### src/rtl/mips_pkg.sv
// Shared MIPS encoding constants: opcodes, writer command kinds and writer state encodings.
package mips_pkg;

    localparam logic [5:0] OP_RTYPE = 6'b000000;
    localparam logic [5:0] OP_LW    = 6'b100011;
    localparam logic [5:0] OP_SW    = 6'b101011;
    localparam logic [5:0] OP_BEQ   = 6'b000100;
    localparam logic [5:0] OP_ADDI  = 6'b001000;
    localparam logic [5:0] OP_J     = 6'b000010;

    localparam logic [2:0] KIND_R    = 3'd0;
    localparam logic [2:0] KIND_LW   = 3'd1;
    localparam logic [2:0] KIND_SW   = 3'd2;
    localparam logic [2:0] KIND_BEQ  = 3'd3;
    localparam logic [2:0] KIND_ADDI = 3'd4;
    localparam logic [2:0] KIND_J    = 3'd5;

    localparam logic [2:0] ST_IDLE  = 3'd0;
    localparam logic [2:0] ST_WRITE = 3'd1;
    localparam logic [2:0] ST_READ  = 3'd2;
    localparam logic [2:0] ST_CHECK = 3'd3;
    localparam logic [2:0] ST_DONE  = 3'd4;

endpackage

### src/rtl/instr_pack.sv
// Combinational packer: command kind plus fields to a 32-bit MIPS instruction word.
module instr_pack
    import mips_pkg::*;
(
    input  logic [2:0]  kind,
    input  logic [4:0]  rs,
    input  logic [4:0]  rt,
    input  logic [4:0]  rd,
    input  logic [4:0]  shamt,
    input  logic [5:0]  funct,
    input  logic [15:0] imm,
    input  logic [25:0] target,
    output logic [31:0] word,
    output logic        supported
);

    always_comb begin
        word      = '0;
        supported = 1'b1;
        case (kind)
            KIND_R:    word = {OP_RTYPE, rs, rt, rd, shamt, funct};
            KIND_LW:   word = {OP_LW, rs, rt, imm};
            KIND_SW:   word = {OP_SW, rs, rt, imm};
            KIND_BEQ:  word = {OP_BEQ, rs, rt, imm};
            KIND_ADDI: word = {OP_ADDI, rs, rt, imm};
            KIND_J:    word = {OP_J, target};
            default:   supported = 1'b0;
        endcase
    end

endmodule

### src/rtl/instr_mem_writer.sv
// Program loader: encodes commands and writes them sequentially into instruction memory.
// Optional readback check of every written word is enabled with MEM_VERIFY_EN.
module instr_mem_writer
    import mips_pkg::*;
#(
    parameter logic [31:0] BASE_ADDR = 32'h0000_0000,
    parameter int          DEPTH     = 64,
    parameter int          CNT_W     = $clog2(DEPTH + 1)
) (
    input  logic             clk,
    input  logic             rst,
    input  logic             cmd_valid,
    output logic             cmd_ready,
    input  logic [2:0]       cmd_kind,
    input  logic [4:0]       cmd_rs,
    input  logic [4:0]       cmd_rt,
    input  logic [4:0]       cmd_rd,
    input  logic [4:0]       cmd_shamt,
    input  logic [5:0]       cmd_funct,
    input  logic [15:0]      cmd_imm,
    input  logic [25:0]      cmd_target,
    input  logic             finish,
    output logic             mem_we,
    output logic             mem_re,
    output logic [31:0]      mem_addr,
    output logic [31:0]      mem_wdata,
    input  logic [31:0]      mem_rdata,
    output logic [CNT_W-1:0] word_count,
    output logic             full,
    output logic             err_unsupported,
    output logic             verify_err,
    output logic             prog_done
);

    logic [2:0]       state;
    logic [31:0]      addr_q;
    logic [CNT_W-1:0] count_q;
    logic [31:0]      word_q;
    logic             finish_pend;
    logic             err_unsup_q;
    logic [31:0]      packed_word;
    logic             packed_ok;
    logic             handshake;

    instr_pack u_pack (
        .kind      (cmd_kind),
        .rs        (cmd_rs),
        .rt        (cmd_rt),
        .rd        (cmd_rd),
        .shamt     (cmd_shamt),
        .funct     (cmd_funct),
        .imm       (cmd_imm),
        .target    (cmd_target),
        .word      (packed_word),
        .supported (packed_ok)
    );

    always_comb begin
        full            = (count_q == CNT_W'(DEPTH));
        cmd_ready       = (state == ST_IDLE) && !full;
        handshake       = cmd_valid && cmd_ready;
        mem_we          = (state == ST_WRITE);
        mem_wdata       = mem_we ? word_q : '0;
        mem_addr        = addr_q;
        word_count      = count_q;
        err_unsupported = err_unsup_q;
        prog_done       = (state == ST_DONE);
    end

`ifdef MEM_VERIFY_EN
    logic verify_err_q;

    assign mem_re     = (state == ST_READ);
    assign verify_err = verify_err_q;
`else
    logic unused_rdata;

    assign mem_re       = 1'b0;
    assign verify_err   = 1'b0;
    assign unused_rdata = ^mem_rdata;
`endif

    always_ff @(posedge clk or posedge rst) begin
        if (rst) begin
            state       <= ST_IDLE;
            addr_q      <= BASE_ADDR;
            count_q     <= '0;
            word_q      <= '0;
            finish_pend <= 1'b0;
            err_unsup_q <= 1'b0;
`ifdef MEM_VERIFY_EN
            verify_err_q <= 1'b0;
`endif
        end else begin
            if (finish && state != ST_DONE)
                finish_pend <= 1'b1;
            case (state)
                ST_IDLE: begin
                    // A command in the same cycle as finish wins; DONE waits for a quiet IDLE cycle.
                    if (handshake) begin
                        if (packed_ok) begin
                            word_q <= packed_word;
                            state  <= ST_WRITE;
                        end else begin
                            err_unsup_q <= 1'b1;
                        end
                    end else if (finish_pend || finish) begin
                        state <= ST_DONE;
                    end
                end
`ifdef MEM_VERIFY_EN
                ST_WRITE: state <= ST_READ;
                ST_READ:  state <= ST_CHECK;
                ST_CHECK: begin
                    if (mem_rdata != word_q)
                        verify_err_q <= 1'b1;
                    addr_q  <= addr_q + 32'd4;
                    count_q <= count_q + CNT_W'(1);
                    state   <= ST_IDLE;
                end
`else
                ST_WRITE: begin
                    addr_q  <= addr_q + 32'd4;
                    count_q <= count_q + CNT_W'(1);
                    state   <= ST_IDLE;
                end
`endif
                ST_DONE: state <= ST_DONE;
                default: state <= ST_IDLE;
            endcase
        end
    end

endmodule

### config.mk
export PLATFORM = sky130hd
export DESIGN_NAME = instr_mem_writer
export DESIGN_NICKNAME = d
export VERILOG_FILES = /design/src/rtl/mips_pkg.sv /design/src/rtl/instr_pack.sv /design/src/rtl/instr_mem_writer.sv
export SDC_FILE = /design/constraint.sdc
export NUM_CORES = 1
export LEC_CHECK = 0
export CAP_MARGIN = 25
export CORE_ASPECT_RATIO = 0.7
export CORE_MARGIN = 10
export CORE_UTILIZATION = 41
export CTS_CLUSTER_SIZE = 25
export DETAILED_ROUTE_END_ITERATION = 10
export PLACE_DENSITY = 0.81
export SLEW_MARGIN = 30
export SYNTH_ARGS = -nofsm -noshare
export SYNTH_HDL_FRONTEND = slang
export SYNTH_SLANG_ARGS = --single-unit
### constraint.sdc
create_clock -name clk -period 3.3 [get_ports clk]
set_input_delay 0.825 -clock clk [delete_from_list [all_inputs] [get_ports clk]]
set_output_delay 0.825 -clock clk [all_outputs]
set_load 0.1 [all_outputs]
* After elaboration in Yosys (flattened, before gate mapping)
Cells that the tools add are included.
Storage, ports and cells: input port bits 107, output and inout port bits 78, word-level logic and storage cells 38, register bits after elaboration 76
Operators by class: reductions and logical operators 11, bitwise logic cells 1, add/sub/neg operators 2, equality and inequality tests 11, mux-type cells 7
Operators by type and width (count):
- 32-bit case mux with 6 select lines | 1
- 32-bit by 3-bit adder with 32-bit output, second input constant | 1
- 32-bit 2-to-1 mux | 1
- 3-bit == test, second input constant | 3
- 3-bit 2-to-1 mux | 3
- 7-bit by 1-bit adder with 7-bit output, second input constant | 1
- 7-bit == test, second input constant | 1
- 3-bit by 1-bit == test with 1-bit output, second input constant | 2
- 3-bit by 2-bit == test with 1-bit output, second input constant | 2
- 3-bit logical NOT | 2
- 3-bit inequality test, second input constant | 2
- 3-bit case mux with 2 select lines | 1
- 3-bit AND reduction | 2
- 6-bit OR reduction | 1
- 1-bit logical AND | 3
- 3-bit by 2-bit inequality test with 1-bit output, second input constant | 1
- 2-bit AND reduction | 1
- 1-bit logical NOT | 1
- 1-bit logical OR | 1
- 1-bit 2-to-1 mux | 1
- 1-bit NOT | 1

* Longest topological paths before layout
depth after elaboration 6, mapped depth 8

* Modules after synthesis
From an unflattened synthesis, not the netlist that was laid out.
Unflattened totals: cell total of the unflattened synthesis 377, area, all modules 4106.4 um^2
By module, submodules not included:
- instr_mem_writer | times used 1, area an instance 3412.0 um^2, cells each 269
- instr_pack | times used 1, area an instance 694.4 um^2, cells each 108

* Worst setup path after synthesis
No wires, ideal clock.
path kind register to output, start point register count_q[0] (netlist: word_count[0]), end point output cmd_ready, cell stages (with the launch flop) 6, arrival time 4.002 ns, slack -1.527 ns, cell sequence dfrtp_1 > inv_1 > ha_1 > nand2_1 > nor2_1 > nor3_1
Between the ends: word-level cells in the longest chain between the ends 3
RTL lines:
- start, declared | line instr_mem_writer.sv:37 | logic [CNT_W-1:0] count_q;
- start signal, assigned | line instr_mem_writer.sv:124 | count_q <= count_q + CNT_W'(1);
- 7-bit == test | line instr_mem_writer.sv:59 | full = (count_q == CNT_W'(DEPTH));
- named net full | line instr_mem_writer.sv:29 | output logic full,
- 1-bit logical NOT | line instr_mem_writer.sv:60 | cmd_ready = (state == ST_IDLE) && !full;
- 1-bit logical AND | line instr_mem_writer.sv:60
- end, declared | line instr_mem_writer.sv:13 | output logic cmd_ready,
The timed path passes the listed nets, and every way through them passes these cells.

* Worst setup path after layout
start point register state[0], end point output mem_wdata[29]
Between the ends: word-level cells in the longest chain between the ends 2
RTL lines:
- start, declared | line instr_mem_writer.sv:35 | logic [2:0] state;
- start signal, assigned | line instr_mem_writer.sv:85 | state <= ST_IDLE;
- start signal, assigned | line instr_mem_writer.sv:103 | state <= ST_WRITE;
- start signal, assigned | line instr_mem_writer.sv:108 | state <= ST_DONE;
- 3-bit by 1-bit == test with 1-bit output | line instr_mem_writer.sv:62 | mem_we = (state == ST_WRITE);
- 32-bit 2-to-1 mux | line instr_mem_writer.sv:63 | mem_wdata = mem_we ? word_q : '0;
- end, declared | line instr_mem_writer.sv:26 | output logic [31:0] mem_wdata,
No other way between the ends.

==> impl_metrics.toml <==
[outcome]
status = "completed"

[worst_setup_path]
cpPeakStageDelay_ns = 0.47
arrival_ns = 1.87
crit_type = "reg -> out"
crit_required_ns = 2.47
slowest_stage = "dfrtp_1"
end_kind = "primary output"
path_cells = "nor2b_4 > buf_4 > and2_1 > buf_12"
crit_fanout = 14
startpoint_type = "flip-flop"
r2r_end = "word_q[21]"
rrSetupSlack_ns = 1.03
timing.rr.start = "word_count[5]"
rr_worst_depth = 4

[synthesis]
synth_cell_types = 39
synth_area_um2 = 3840
yosysSeqAreaShare_pct = 46.3
syn_inst = 384
syn-mean-instance-area_um2 = 9.99
netlist_top_cells_count = "dfrtp_1, nand2_1, xnor2_1, and2_1"
yosysMostFrequentCell = "dfrtp_1"
synth-seq-cells = 71
yosys.area.top_type = "dfrtp_1"
synth_top_cell_area_share_pct = 46.3
synth-edff-count = 0
netlist_top_cells_area = "dfrtp_1, xnor2_1, and2_1"
ys_warn_count = 0
async_reset_ff_share_pct = 100
synth_flop_cell = "dfrtp_1"

[sta]
finalHoldViolations = 0
period_share_pct = 81.6
rsz0062_at_grt = "no"
finClkSkew_ns = 0.00462
maxSlewViolCount = 0
fmax_mhz = 371
worst_pin_slew_ns = 0.819
maxSlewHeadroom_pct = 45.0
setup_tns_ns = 0
setup_violations = 0
finalCriticalPeriod_ns = 2.69

[cts]
clock_sinks = 71
cts_made_buffers = 9
path_clk_slew_ns = 0.05
cts_resized = 0
clock_path_buffers = 2
tritoncts = "done"
ctsHoldBuffers = 0
post_cts_buffers = 0
h-tree-depth = 3
insertion_delay_ns = 0.32
root_buffer = "clkbuf_16"

[power]
p_total_mw = 2.74
power_density_nw_per_um2 = 460
p_comb_share_pct = 21.1
leakage_nw = 2.62
power_frac_seq_pct = 42.0
power.internal_mw = 1.95
swShare_pct = 28.8
clockPowerShare_pct = 37.0
peakVddDrop_uv = 266
p_switching_mw = 0.788

[hold_path]
hp-class = "reg -> reg"
whs_endpoint = "word_q[16]"
holdPathStages = 2
min_from = "word_q[16]"

[routing]
vias = 3390
wl_um = 11100
wire_per_inst_um = 17.0
via_per_inst = 5.18
drc = 0
ant_nets = 0
drt_iter0_markers = 193
drtPass1Iterations = 4

[place]
dp_hpwl_um = 8860
placement.io_buffers = 147
gp_congestion = 0.795
dpl_cell_area_um2 = 5640
place_inst = 639

[global_route]
grt_start_max_net_pins = 49
grt_overflow_total = 0
first_global_vias = 3595
grt_pass1_wl_um = 18200
antenna_found_initial = 0
grt_usage_pct = 16.3

[finish]
area_growth_pct = 55.1
fin_area_um2 = 5950
drive_above_1_share_pct = 24.9
fill_cells = 710
num_antenna_cells = 0
nets = 636
final_cell_count_no_fill = 654

[floorplan]
start_util_pct = 42.1
die-area_um2 = 13700
io_pins = 185
chipHeight_um = 101
fp.dieW_um = 136
rows = 29
coreArea_um2 = 9110

[job]
max_cap_violations = 0
layout make-up:
cell class | count | area, um^2 | area share [%]
timing repair buffer | 157 | 1780 | 29.9
clock buffer | 9 | 225 | 3.79
tap | 124 | 155 | 2.61
multi-input combinational | 279 | 1890 | 31.8
clock inverter | 6 | 86.3 | 1.45
sequential | 71 | 1780 | 30.0
inverter | 8 | 30.0 | 0.505
how the worst max path moves through the flow:
| stage | start | end | slack [ns] | depth (start not counted) |
|---|---|---|---|---|
| after floorplan | word_count[0] | cmd_ready | -0.17 | 5 |
| after global placement | cmd_kind[2] | word_q[14] | 0.37 | 5 |
| after detailed placement | cmd_kind[2] | word_q[13] | 0.23 | 5 |
| after CTS | cmd_kind[2] | word_q[13] | 0.57 | 5 |
| after global routing | state[0] | mem_wdata[29] | 0.47 | 4 |
| final | state[0] | mem_wdata[29] | 0.61 | 4 |
per-stage QoR:
step	worst slack [ns]	utilization [%]	hold WS, ns
finish	0.608	65.3	0.468
global route	0.470	65.3	0.501
CTS	0.568	65.3	0.474
detailed placement	0.227	61.9	0.462
global placement	0.367	61.9	0.452
floorplan	-0.168	-	0.441
registers in the layout, indices dropped and copies added (netlist names):
signal,flops
word_count,7
mem_addr,30
word_q,30
finish_pend,1
state,2
err_unsupported,1
layout by cell type (no fill, tap or decap), drive strengths merged, types with 2 or more instances in the layout:
| cell | instances |
|---|---|
| a22o | 2 |
| a22oi | 26 |
| a2bb2oi | 16 |
| and2 | 32 |
| and3 | 7 |
| and4 | 3 |
| buf | 83 |
| bufinv | 2 |
| clkbuf | 9 |
| clkdlybuf4s50 | 74 |
| clkinv | 3 |
| conb | 5 |
| dfrtp | 71 |
| ha | 3 |
| inv | 8 |
| mux2 | 17 |
| nand2 | 42 |
| nand3 | 14 |
| nand4 | 12 |
| nand4b | 2 |
| nor2 | 14 |
| nor2b | 4 |
| nor3 | 6 |
| o21ai | 28 |
| xnor2 | 34 |
| xor2 | 3 |
worst max-delay path, delay by kind of cell, from the launching register on:
kind	cells	cell delay (ns)
buffers and inverters	2	0.45
DFF	1	0.47
and+or+nand+nor	2	0.61
per-layer routing:
layer | routed length (um) | GRT usage, % | up-vias | share of wire, %
li1 | - | - | 1626 | -
met1 | 4630 | 18.7 | 1624 | 42
met2 | 5230 | 26.6 | 126 | 47
met3 | 1170 | 8.22 | 14 | 10
met4 | 100 | 3.80 | 0 | 0.90
met5 | 0 | 0 | - | 0
power by group through the flow:
stage | Sequential, mW | Clock (mW) | Combinational [mW]
floorplan | 1.26 | 0 | 0.281
global placement | 1.15 | 0 | 0.564
detailed placement | 1.17 | 0 | 0.584
CTS | 1.15 | 1.03 | 0.585
global route | 1.17 | 1.07 | 0.640
finish | 1.15 | 1.01 | 0.577
kinds of logic (layout without fill, tap and decap cells):
kind of cell	after synthesis	count (layout)	share of synthesized area [%]
AO/OA/AOI/OAI	78	78	14.4
AND/OR/NAND/NOR	139	139	19.3
multiplexers	17	17	4.99
adder cells (fa/ha/maj)	3	3	0.979
flip-flops	71	71	46.3
buffers and inverters	38	180	5.54
other	1	5	0.0978
XOR/XNOR	37	37	8.45
No activity file was read; power rests on OpenSTA's default activity.
